### src/rtl/pico_ctrl_pkg.sv
// Shared types for the pico_mips control sequencer: opcodes, FSM states,
// the 6-bit control vector and the per-opcode final-cycle decode.
package pico_ctrl_pkg;

  typedef enum logic [2:0] {
    OP_MUL    = 3'd0,
    OP_ADD    = 3'd1,
    OP_ALUI   = 3'd2,
    OP_BR     = 3'd3,
    OP_WAITSW = 3'd4,
    OP_HALT   = 3'd5
  } op_e;

  typedef enum logic [2:0] {
    IDLE,
    EXEC,
    MULT_WAIT,
    FLUSH,
    WAIT_SW,
    HALT
  } state_e;

  typedef struct packed {
    logic bran;
    logic alu_flag;
    logic mult_flag;
    logic ram_flag;
    logic alu_ctrl;
    logic nw;
  } ctrl_s;

  localparam ctrl_s CTRL_NONE = '0;

  // Control vector presented on the retiring cycle of each opcode
  function automatic ctrl_s decode_op(input op_e op);
    ctrl_s c;
    c = CTRL_NONE;
    case (op)
      OP_MUL:  c = ctrl_s'(6'b001110);
      OP_ADD:  c = ctrl_s'(6'b000000);
      OP_ALUI: c = ctrl_s'(6'b010100);
      OP_BR:   c = ctrl_s'(6'b100001);
      default: c = CTRL_NONE;
    endcase
    return c;
  endfunction

endpackage

### src/rtl/pico_ctrl_decode.sv
// Combinational opcode decoder: maps a raw opcode to the op enum, its
// final-cycle control vector and a legal flag. Unknown opcodes decode as ADD.
module pico_ctrl_decode
  import pico_ctrl_pkg::*;
#(
  parameter int unsigned OP_W = 3
) (
  input  logic [OP_W-1:0] opcode,
  output op_e             op,
  output ctrl_s           ctrl,
  output logic            legal
);

  // Range-check the opcode, fold illegal values onto ADD, look up the vector
  always_comb begin
    legal = (opcode <= OP_W'(5));
    op    = legal ? op_e'(opcode[2:0]) : OP_ADD;
    ctrl  = decode_op(op);
  end

endmodule

### src/rtl/pico_ctrl_seq.sv
// Sequential control unit: accepts opcodes over valid/ready, sequences
// multi-cycle ops (MUL, BR flush, WAITSW, HALT) and issues registered strobes.
module pico_ctrl_seq
  import pico_ctrl_pkg::*;
#(
  parameter int unsigned OP_W      = 3,
  parameter int unsigned MULT_LAT  = 2,
  parameter int unsigned FLUSH_LAT = 1
) (
  input  logic            clk,
  input  logic            n_reset,
  input  logic [OP_W-1:0] opcode,
  input  logic            instr_valid,
  output logic            instr_ready,
  input  logic            sw_ready,
  output logic            alu_flag,
  output logic            ram_flag,
  output logic            alu_ctrl,
  output logic            bran,
  output logic            nw,
  output logic            mult_flag,
  output logic            pc_en,
  output logic            illegal,
  output logic            halted
);

  localparam int unsigned MAX_LAT = (MULT_LAT > FLUSH_LAT) ? MULT_LAT : FLUSH_LAT;
  localparam int unsigned CNT_W   = $clog2(MAX_LAT + 1);

  state_e           state_q, state_d;
  logic [CNT_W-1:0] cnt_q, cnt_d;
  ctrl_s            ctrl_q, ctrl_d;
  logic             pc_en_q, pc_en_d;
  logic             ready_q, ready_d;
  logic             illegal_q, illegal_d;
  logic             halted_q, halted_d;

  op_e              dec_op;
  ctrl_s            dec_ctrl;
  logic             dec_legal;

  pico_ctrl_decode #(
    .OP_W (OP_W)
  ) u_decode (
    .opcode (opcode),
    .op     (dec_op),
    .ctrl   (dec_ctrl),
    .legal  (dec_legal)
  );

  // Next-state logic; whenever ready_q is high the current op is retiring,
  // so a new opcode is launched from any state (no bubble between ops)
  always_comb begin
    state_d   = IDLE;
    cnt_d     = (cnt_q == '0) ? '0 : cnt_q - CNT_W'(1);
    ctrl_d    = CTRL_NONE;
    pc_en_d   = 1'b0;
    ready_d   = 1'b1;
    illegal_d = 1'b0;
    halted_d  = 1'b0;
    if (ready_q) begin
      if (instr_valid) begin
        case (dec_op)
          OP_MUL: begin
            if (MULT_LAT == 1) begin
              state_d = EXEC;
              ctrl_d  = dec_ctrl;
              pc_en_d = 1'b1;
            end else begin
              state_d          = MULT_WAIT;
              ctrl_d.mult_flag = 1'b1;
              cnt_d            = CNT_W'(MULT_LAT - 1);
              ready_d          = 1'b0;
            end
          end
          OP_BR: begin
            state_d = EXEC;
            ctrl_d  = dec_ctrl;
            pc_en_d = 1'b1;
            ready_d = (FLUSH_LAT == 0);
          end
          OP_WAITSW: begin
            if (sw_ready) begin
              state_d = EXEC;
              pc_en_d = 1'b1;
            end else begin
              state_d = WAIT_SW;
              ready_d = 1'b0;
            end
          end
          OP_HALT: begin
            state_d  = HALT;
            halted_d = 1'b1;
            ready_d  = 1'b0;
          end
          default: begin
            state_d   = EXEC;
            ctrl_d    = dec_ctrl;
            pc_en_d   = 1'b1;
            illegal_d = ~dec_legal;
          end
        endcase
      end
    end else begin
      case (state_q)
        EXEC: begin
          // only a branch with a non-zero flush leaves EXEC not ready
          state_d = FLUSH;
          cnt_d   = CNT_W'(FLUSH_LAT - 1);
          ready_d = 1'b0;
        end
        MULT_WAIT: begin
          state_d = MULT_WAIT;
          if (cnt_q == CNT_W'(1)) begin
            ctrl_d  = decode_op(OP_MUL);
            pc_en_d = 1'b1;
          end else begin
            ctrl_d.mult_flag = 1'b1;
            ready_d          = 1'b0;
          end
        end
        FLUSH: begin
          if (cnt_q != '0) begin
            state_d = FLUSH;
            ready_d = 1'b0;
          end
        end
        WAIT_SW: begin
          if (sw_ready) begin
            pc_en_d = 1'b1;
          end else begin
            state_d = WAIT_SW;
            ready_d = 1'b0;
          end
        end
        HALT: begin
          state_d  = HALT;
          halted_d = 1'b1;
          ready_d  = 1'b0;
        end
        default: begin
          state_d = IDLE;
        end
      endcase
    end
  end

  // State, counter and output registers with asynchronous reset
  always_ff @(posedge clk or negedge n_reset) begin
    if (!n_reset) begin
      state_q   <= IDLE;
      cnt_q     <= '0;
      ctrl_q    <= CTRL_NONE;
      pc_en_q   <= 1'b0;
      ready_q   <= 1'b1;
      illegal_q <= 1'b0;
      halted_q  <= 1'b0;
    end else begin
      state_q   <= state_d;
      cnt_q     <= cnt_d;
      ctrl_q    <= ctrl_d;
      pc_en_q   <= pc_en_d;
      ready_q   <= ready_d;
      illegal_q <= illegal_d;
      halted_q  <= halted_d;
    end
  end

  assign bran        = ctrl_q.bran;
  assign alu_flag    = ctrl_q.alu_flag;
  assign mult_flag   = ctrl_q.mult_flag;
  assign ram_flag    = ctrl_q.ram_flag;
  assign alu_ctrl    = ctrl_q.alu_ctrl;
  assign nw          = ctrl_q.nw;
  assign pc_en       = pc_en_q;
  assign instr_ready = ready_q;
  assign illegal     = illegal_q;
  assign halted      = halted_q;

endmodule

### config.mk
export PLATFORM = sky130hd
export DESIGN_NAME = pico_ctrl_seq
export DESIGN_NICKNAME = d
export VERILOG_FILES = /design/src/rtl/pico_ctrl_pkg.sv /design/src/rtl/pico_ctrl_decode.sv /design/src/rtl/pico_ctrl_seq.sv
export SDC_FILE = /design/constraint.sdc
export NUM_CORES = 1
export LEC_CHECK = 0
export ABC_AREA = 1
export CAP_MARGIN = 20
export CORE_UTILIZATION = 47
export DETAILED_ROUTE_END_ITERATION = 8
export PLACE_DENSITY = 0.86
export SLEW_MARGIN = 20
export SYNTH_ARGS = -nofsm -noshare
export SYNTH_HDL_FRONTEND = slang
export SYNTH_SLANG_ARGS = --single-unit
### constraint.sdc
create_clock -name clk -period 1.26 [get_ports clk]
set_input_delay 0.252 -clock clk [delete_from_list [all_inputs] [get_ports clk]]
set_output_delay 0.252 -clock clk [all_outputs]
set_load 0.02 [all_outputs]
# [Word level (Yosys, flattened, before mapping)]
# Index checks and enable logic that the tools add are counted.
# W data, S select, Z words.
[classes] add_sub_neg=1 multipliers=0 div_mod_pow=0 magnitude_cmp=1 n_eq_ne=10 n_shift=0 n_mux=39 bitwise_logic=1 reduce_logical=9
[ops] operator="$mux W3" n=7
[ops] operator="$pmux W3 S5" n=1
[ops] operator="$mux W1" n=14
[ops] operator="$mux W2" n=7
[ops] operator="$eq A3 B2 Y1 const B" n=4
[ops] operator="$eq A3 B3 Y1 const B" n=4
[ops] operator="$mux W6" n=2
[ops] operator="$pmux W6 S2" n=1
[ops] operator="$pmux W3 S3" n=1
[ops] operator="$pmux W1 S2" n=4
[ops] operator="$reduce_or A2 Y1" n=3
[ops] operator="$reduce_or A3 Y1" n=2
[ops] operator="$mux W4" n=1
[ops] operator="$pmux W1 S4" n=1
[ops] operator="$reduce_or A4 Y1" n=1
[ops] operator="$eq A3 B1 Y1 const B" n=1
[ops] operator="$le A3 B3 Y1 const B" n=1
[ops] operator="$logic_not A3 Y1" n=1
[ops] operator="$eq A2 B1 Y1 const B" n=1
[ops] operator="$logic_not A2 Y1" n=1
[ops] operator="$reduce_bool A2 Y1" n=1
[ops] operator="$sub A2 B1 Y2 const B" n=1
[ops] operator="$not A1 Y1" n=1
[word_totals] register_bits=15 latchBits=0 ram_bits=0 mem_bits_ro=0 inputBits=7 out_inout_bits=10 wordCells=73 n_memories=0

# [Depth between registers and ports, before layout]
[logic_depth] depth_word=7 mapped_depth=7 mapped_depth_nobuf=7

# [Cells and area by module]
# A second synthesis with hierarchy kept.
[hier_totals] hier_cells=107 area_unflattened_um2=808.3
[modules_own_cells] mod="pico_ctrl_seq" n_inst=1 cells_per_inst=93 area_per_inst_um2=745.7 seq_area_each_um2=376.6
[modules_own_cells] mod="pico_ctrl_decode" n_inst=1 cells_per_inst=14 area_per_inst_um2=62.6 seq_area_each_um2=0.0

# [Worst setup path after synthesis]
# OpenSTA, ideal clock, no wires.
[synth_path] kind="register -> register" startpoint="reg state_q[2]" endpoint="reg state_q[0]" setup_time_ns=0.069 arrival_time_ns=1.037 t_required_ns=1.191 slack_ns=0.154 stages_incl_launch_ff=6 n_path_buf=0 period_less_slack_ns=1.106 cell_sequence="dfrtp_1 > inv_1 > ha_1 > o21ai_2 > nand2_1 > nand3_1"
[synth_between] elab_chain_len=3 elab_cells_between_ends=7 cone_classes="5 x eq/ne; 2 x mux"
[synth_lines] item="from (decl)" line_no="pico_ctrl_seq.sv:30" rtl="state_e state_q, state_d;"
[synth_lines] item="from (signal assigned)" line_no="pico_ctrl_seq.sv:159" rtl="state_q <= state_d;"
[synth_lines] item="$eq A3 B3 Y1 (tied with other cells)" line_no="pico_ctrl_seq.sv:105" rtl="case (state_q)"
[synth_lines] item="$pmux W3 S5 *" line_no="pico_ctrl_seq.sv:105"
[synth_lines] item="$mux W3 *" line_no="pico_ctrl_seq.sv:61" rtl="if (ready_q) begin"
[synth_lines] item="net state_d[0]" line_no="pico_ctrl_seq.sv:30"
# Mark *: on every way through the listed nets, which the timed path passes. The rest lies on a longest branch.

# [Final worst setup path]
[layout_path] startpoint="reg ctrl_q, in the netlist bran" endpoint="out bran"
[layout_rtl] item="from (decl)" line_no="pico_ctrl_seq.sv:32" rtl="ctrl_s ctrl_q, ctrl_d;"
[layout_rtl] item="from (signal assigned)" line_no="pico_ctrl_seq.sv:161" rtl="ctrl_q <= ctrl_d;"
[layout_rtl] item="to (decl)" line_no="pico_ctrl_seq.sv:19" rtl="output logic bran,"
# No word-level cell between the ends.

==> run_results.csv <==
group,metric,value,unit
floorplanning,initial_core_util,0.5311,
place,hpwl,1.321,mm
floorplanning,fp-row-count,13,
clock_tree,clk_latency,280,ps
finish,drive_above_1_share,0.2353,
yosys,synth-seq-area-share,0.4845,
sta,fmax,812.4,MHz
yosys,ys_async_sr_fraction,1.000,
power_and_ir_drop,pwr_density_cell,1114,mW/mm²
yosys,synth-edff-count,0,
grt,grtUsageTotal,0.2365,
setup_path,critPathLaunchType,"register",
finish,utilization,0.7253,
clock_tree,htreeDepth,1,
power_and_ir_drop,p_leak,0.5286,nW
yosys,syn-num-nets,99,
yosys,synth_area_leader_cell,"dfrtp_1",
route,vias_per_cell,5.127,
setup_path,critPathMaxStageDelay,400,ps
route,ant_nets,0,
route,wl,1.597,mm
clock_tree,root_buffer,"clkbuf_4",
sta,finalHoldWorstSlack,158.2,ps
clock_tree,cts_sinks,14,
yosys,ys_ff_latch,14,
sta,finalCritPeriodShare,0.9769,
yosys,synth_area_leaders,"dfrtp_1 (45%), nand2_1 (12%), nor2_1 (7.8%)",
floorplanning,core_region_area,0.001366,mm²
clock_tree,numCtsBuffers,3,
route,drtIter0Drc,15,
grt,grt_overflow,0,
place,portBuffers,16,
grt,grt_max_degree,12,
job,max_cap_violations,0,
clock_tree,clock_path_buffers,2,
clock_tree,cts_resized,13,
sta,min_period,1231,ps
route,dr.pass1.iters,4,
floorplanning,die_y,41.30,µm
clock_tree,cts_hold_buf,0,
grt,grt_pass1_wl,2.511,mm
setup_path,cp_top_family,"flip-flops",
clock_tree,clk_pin_slew,80,ps
yosys,synth.most_common_cell,"nand2_1",
setup_path,crit_required,1010,ps
sta,rsz0062_at_grt,"no",
setup_path,worstPathArrival,980,ps
yosys,yosys_warnings,0,
setup_path,cp.buffers_inverters,1,
yosys,synth_ff_type,"dfrtp_1",
sta,finalMaxSlewViolations,0,
place,gp_congestion,0.8543,
yosys,netlist_area,725.7,µm²
setup_path,crit_fanout,2,
sta,tightestPinTransition,233.0,ps
finish,antenna-diode-count,0,
setup_path,cp_slowest_cell,"dfrtp_1",
floorplanning,num_io_pins,17,
setup_path,cp-end-kind,"output pin",
sta,finalSetupViolCount,0,
sta,relSlewSlack,0.8433,
setup_path,path_class,"reg -> out",
yosys,synth_top_cell_area_share,0.4483,
power_and_ir_drop,irDropWorstVdd,0.6475,mV
floorplanning,dieArea,0.001705,mm²
finish,fin_nets,128,
route,wl_per_cell,11.92,µm
route,drcViolationCount,0,
clock_tree,postCtsSetupBuffers,0,
yosys,synth_cell_types,18,
min_path,worstHoldPathType,"in -> async",
yosys,syn_inst,91,
clock_tree,cts_tree,"done",
sta,skew,3.358,ps
grt,grt_pass1_vias,587,
finish,area_growth,36.55,%
outcome,status,"completed",
grt,antenna_found_initial,0,
sta,hold_viol,0,
floorplanning,die-width,41.30,µm
route,vias,687,
yosys,synth.avg_cell_area,7.975,µm²
yosys,synth_common_cells,"nand2_1 (24), nor2_1 (15), dfrtp_1 (13), nand3_1 (9), inv_1 (7)",
setup_path,cp_cell_sequence,"clkdlybuf4s15_1",
-- where the power goes --
part,switching (W),internal (W)
combinational,0.000167,0.000109
sequential,0.0000211,0.000481
clock,0.000149,0.000176
total,0.000337,0.000766
-- worst paths after layout --
path | from | to | slack (ps) | depth (start not counted)
setup / recovery | bran | bran | 30 | 1
setup reg to reg | state_q[1] | state_q[0] | 70 | 4
min in group clk | cnt_q[0] | cnt_q[0] | 540 | 1
hold / removal | n_reset | bran | 160 | 1
max in group asynchronous | n_reset | alu_flag | 730 | 2
hold reg to reg | cnt_q[0] | cnt_q[0] | 540 | 1
-- per-stage QoR --
stage	worst slack, ps	cells	TNS (ps)	cell area, µm²	total power [W]
2_1_floorplan	153.8	91	0	725.7	0.0006669
6_report	29.10	134	0	991.0	0.001103
3_3_place_gp	-97.41	130	-583.6	964.7	0.0007838
4_1_cts	2.806	134	0	984.7	0.001100
5_1_grt	0.03009	134	0	991.0	0.001164
3_5_place_dp	-159.0	130	-978.3	964.7	0.0007976
-- per-layer routing --
metal / up-vias / wire (µm) / GRT usage / share of wire
met2: 32 / 811 / 0.4023 / 0.51
met4: 0 / 39 / 0.1210 / 0.024
li1: 347 / - / - / -
met3: 5 / 108 / 0.03191 / 0.068
met5: - / 0 / 0 / 0
met1: 303 / 639 / 0.2900 / 0.40
-- area by class of cell --
cell class	count	area, µm²
clock buffers	4	36.28
multi-input cells	65	320.3
repair buffers	25	217.7
flip-flops and latches	14	351.6
fillers	116	375.4
well taps	15	18.77
inverters	11	46.29
-- cell usage in the layout (no fill, tap or decap) --
| master | Yosys | routed |
|---|---|---|
| o31ai_1 | 1 | 1 |
| dfstp_2 | 1 | 1 |
| o21ai_1 | 5 | 5 |
| nand4_2 | 1 | 1 |
| o21ai_2 | 1 | 1 |
| nand3_1 | 9 | 9 |
| clkdlybuf4s15_1 | 0 | 3 |
| nand2_4 | 1 | 1 |
| buf_4 | 1 | 10 |
| o22ai_1 | 1 | 1 |
| clkinv_4 | 1 | 1 |
| nand3_2 | 2 | 2 |
| ha_1 | 1 | 1 |
| dlygate4sd2_1 | 0 | 6 |
| nand2_1 | 24 | 24 |
| nor2_2 | 4 | 4 |
| clkbuf_8 | 0 | 1 |
| inv_2 | 3 | 3 |
| clkdlybuf4s50_1 | 0 | 6 |
| clkbuf_4 | 0 | 3 |
| dfrtp_1 | 13 | 13 |
| inv_1 | 7 | 7 |
| nor2_1 | 15 | 15 |
-- sequential cells by signal (all words and copies together), names as in the netlist --
register     flops
state_q          3
alu_ctrl         1
instr_ready      1
illegal          1
halted           1
pc_en            1
cnt_q            2
mult_flag        1
ram_flag         1
alu_flag         1
bran             1
-- kinds of logic (layout without fill, tap and decap cells) --
group	Yosys count	in the layout	share of synthesized area
AOI/OAI and AO/OA	8	8	0.06552
adders and majority gates	1	1	0.01724
buffers and inverters	12	40	0.07415
DFF	14	14	0.4845
and+or+nand+nor	56	56	0.3586
No activity file was read; power rests on OpenSTA's default activity.
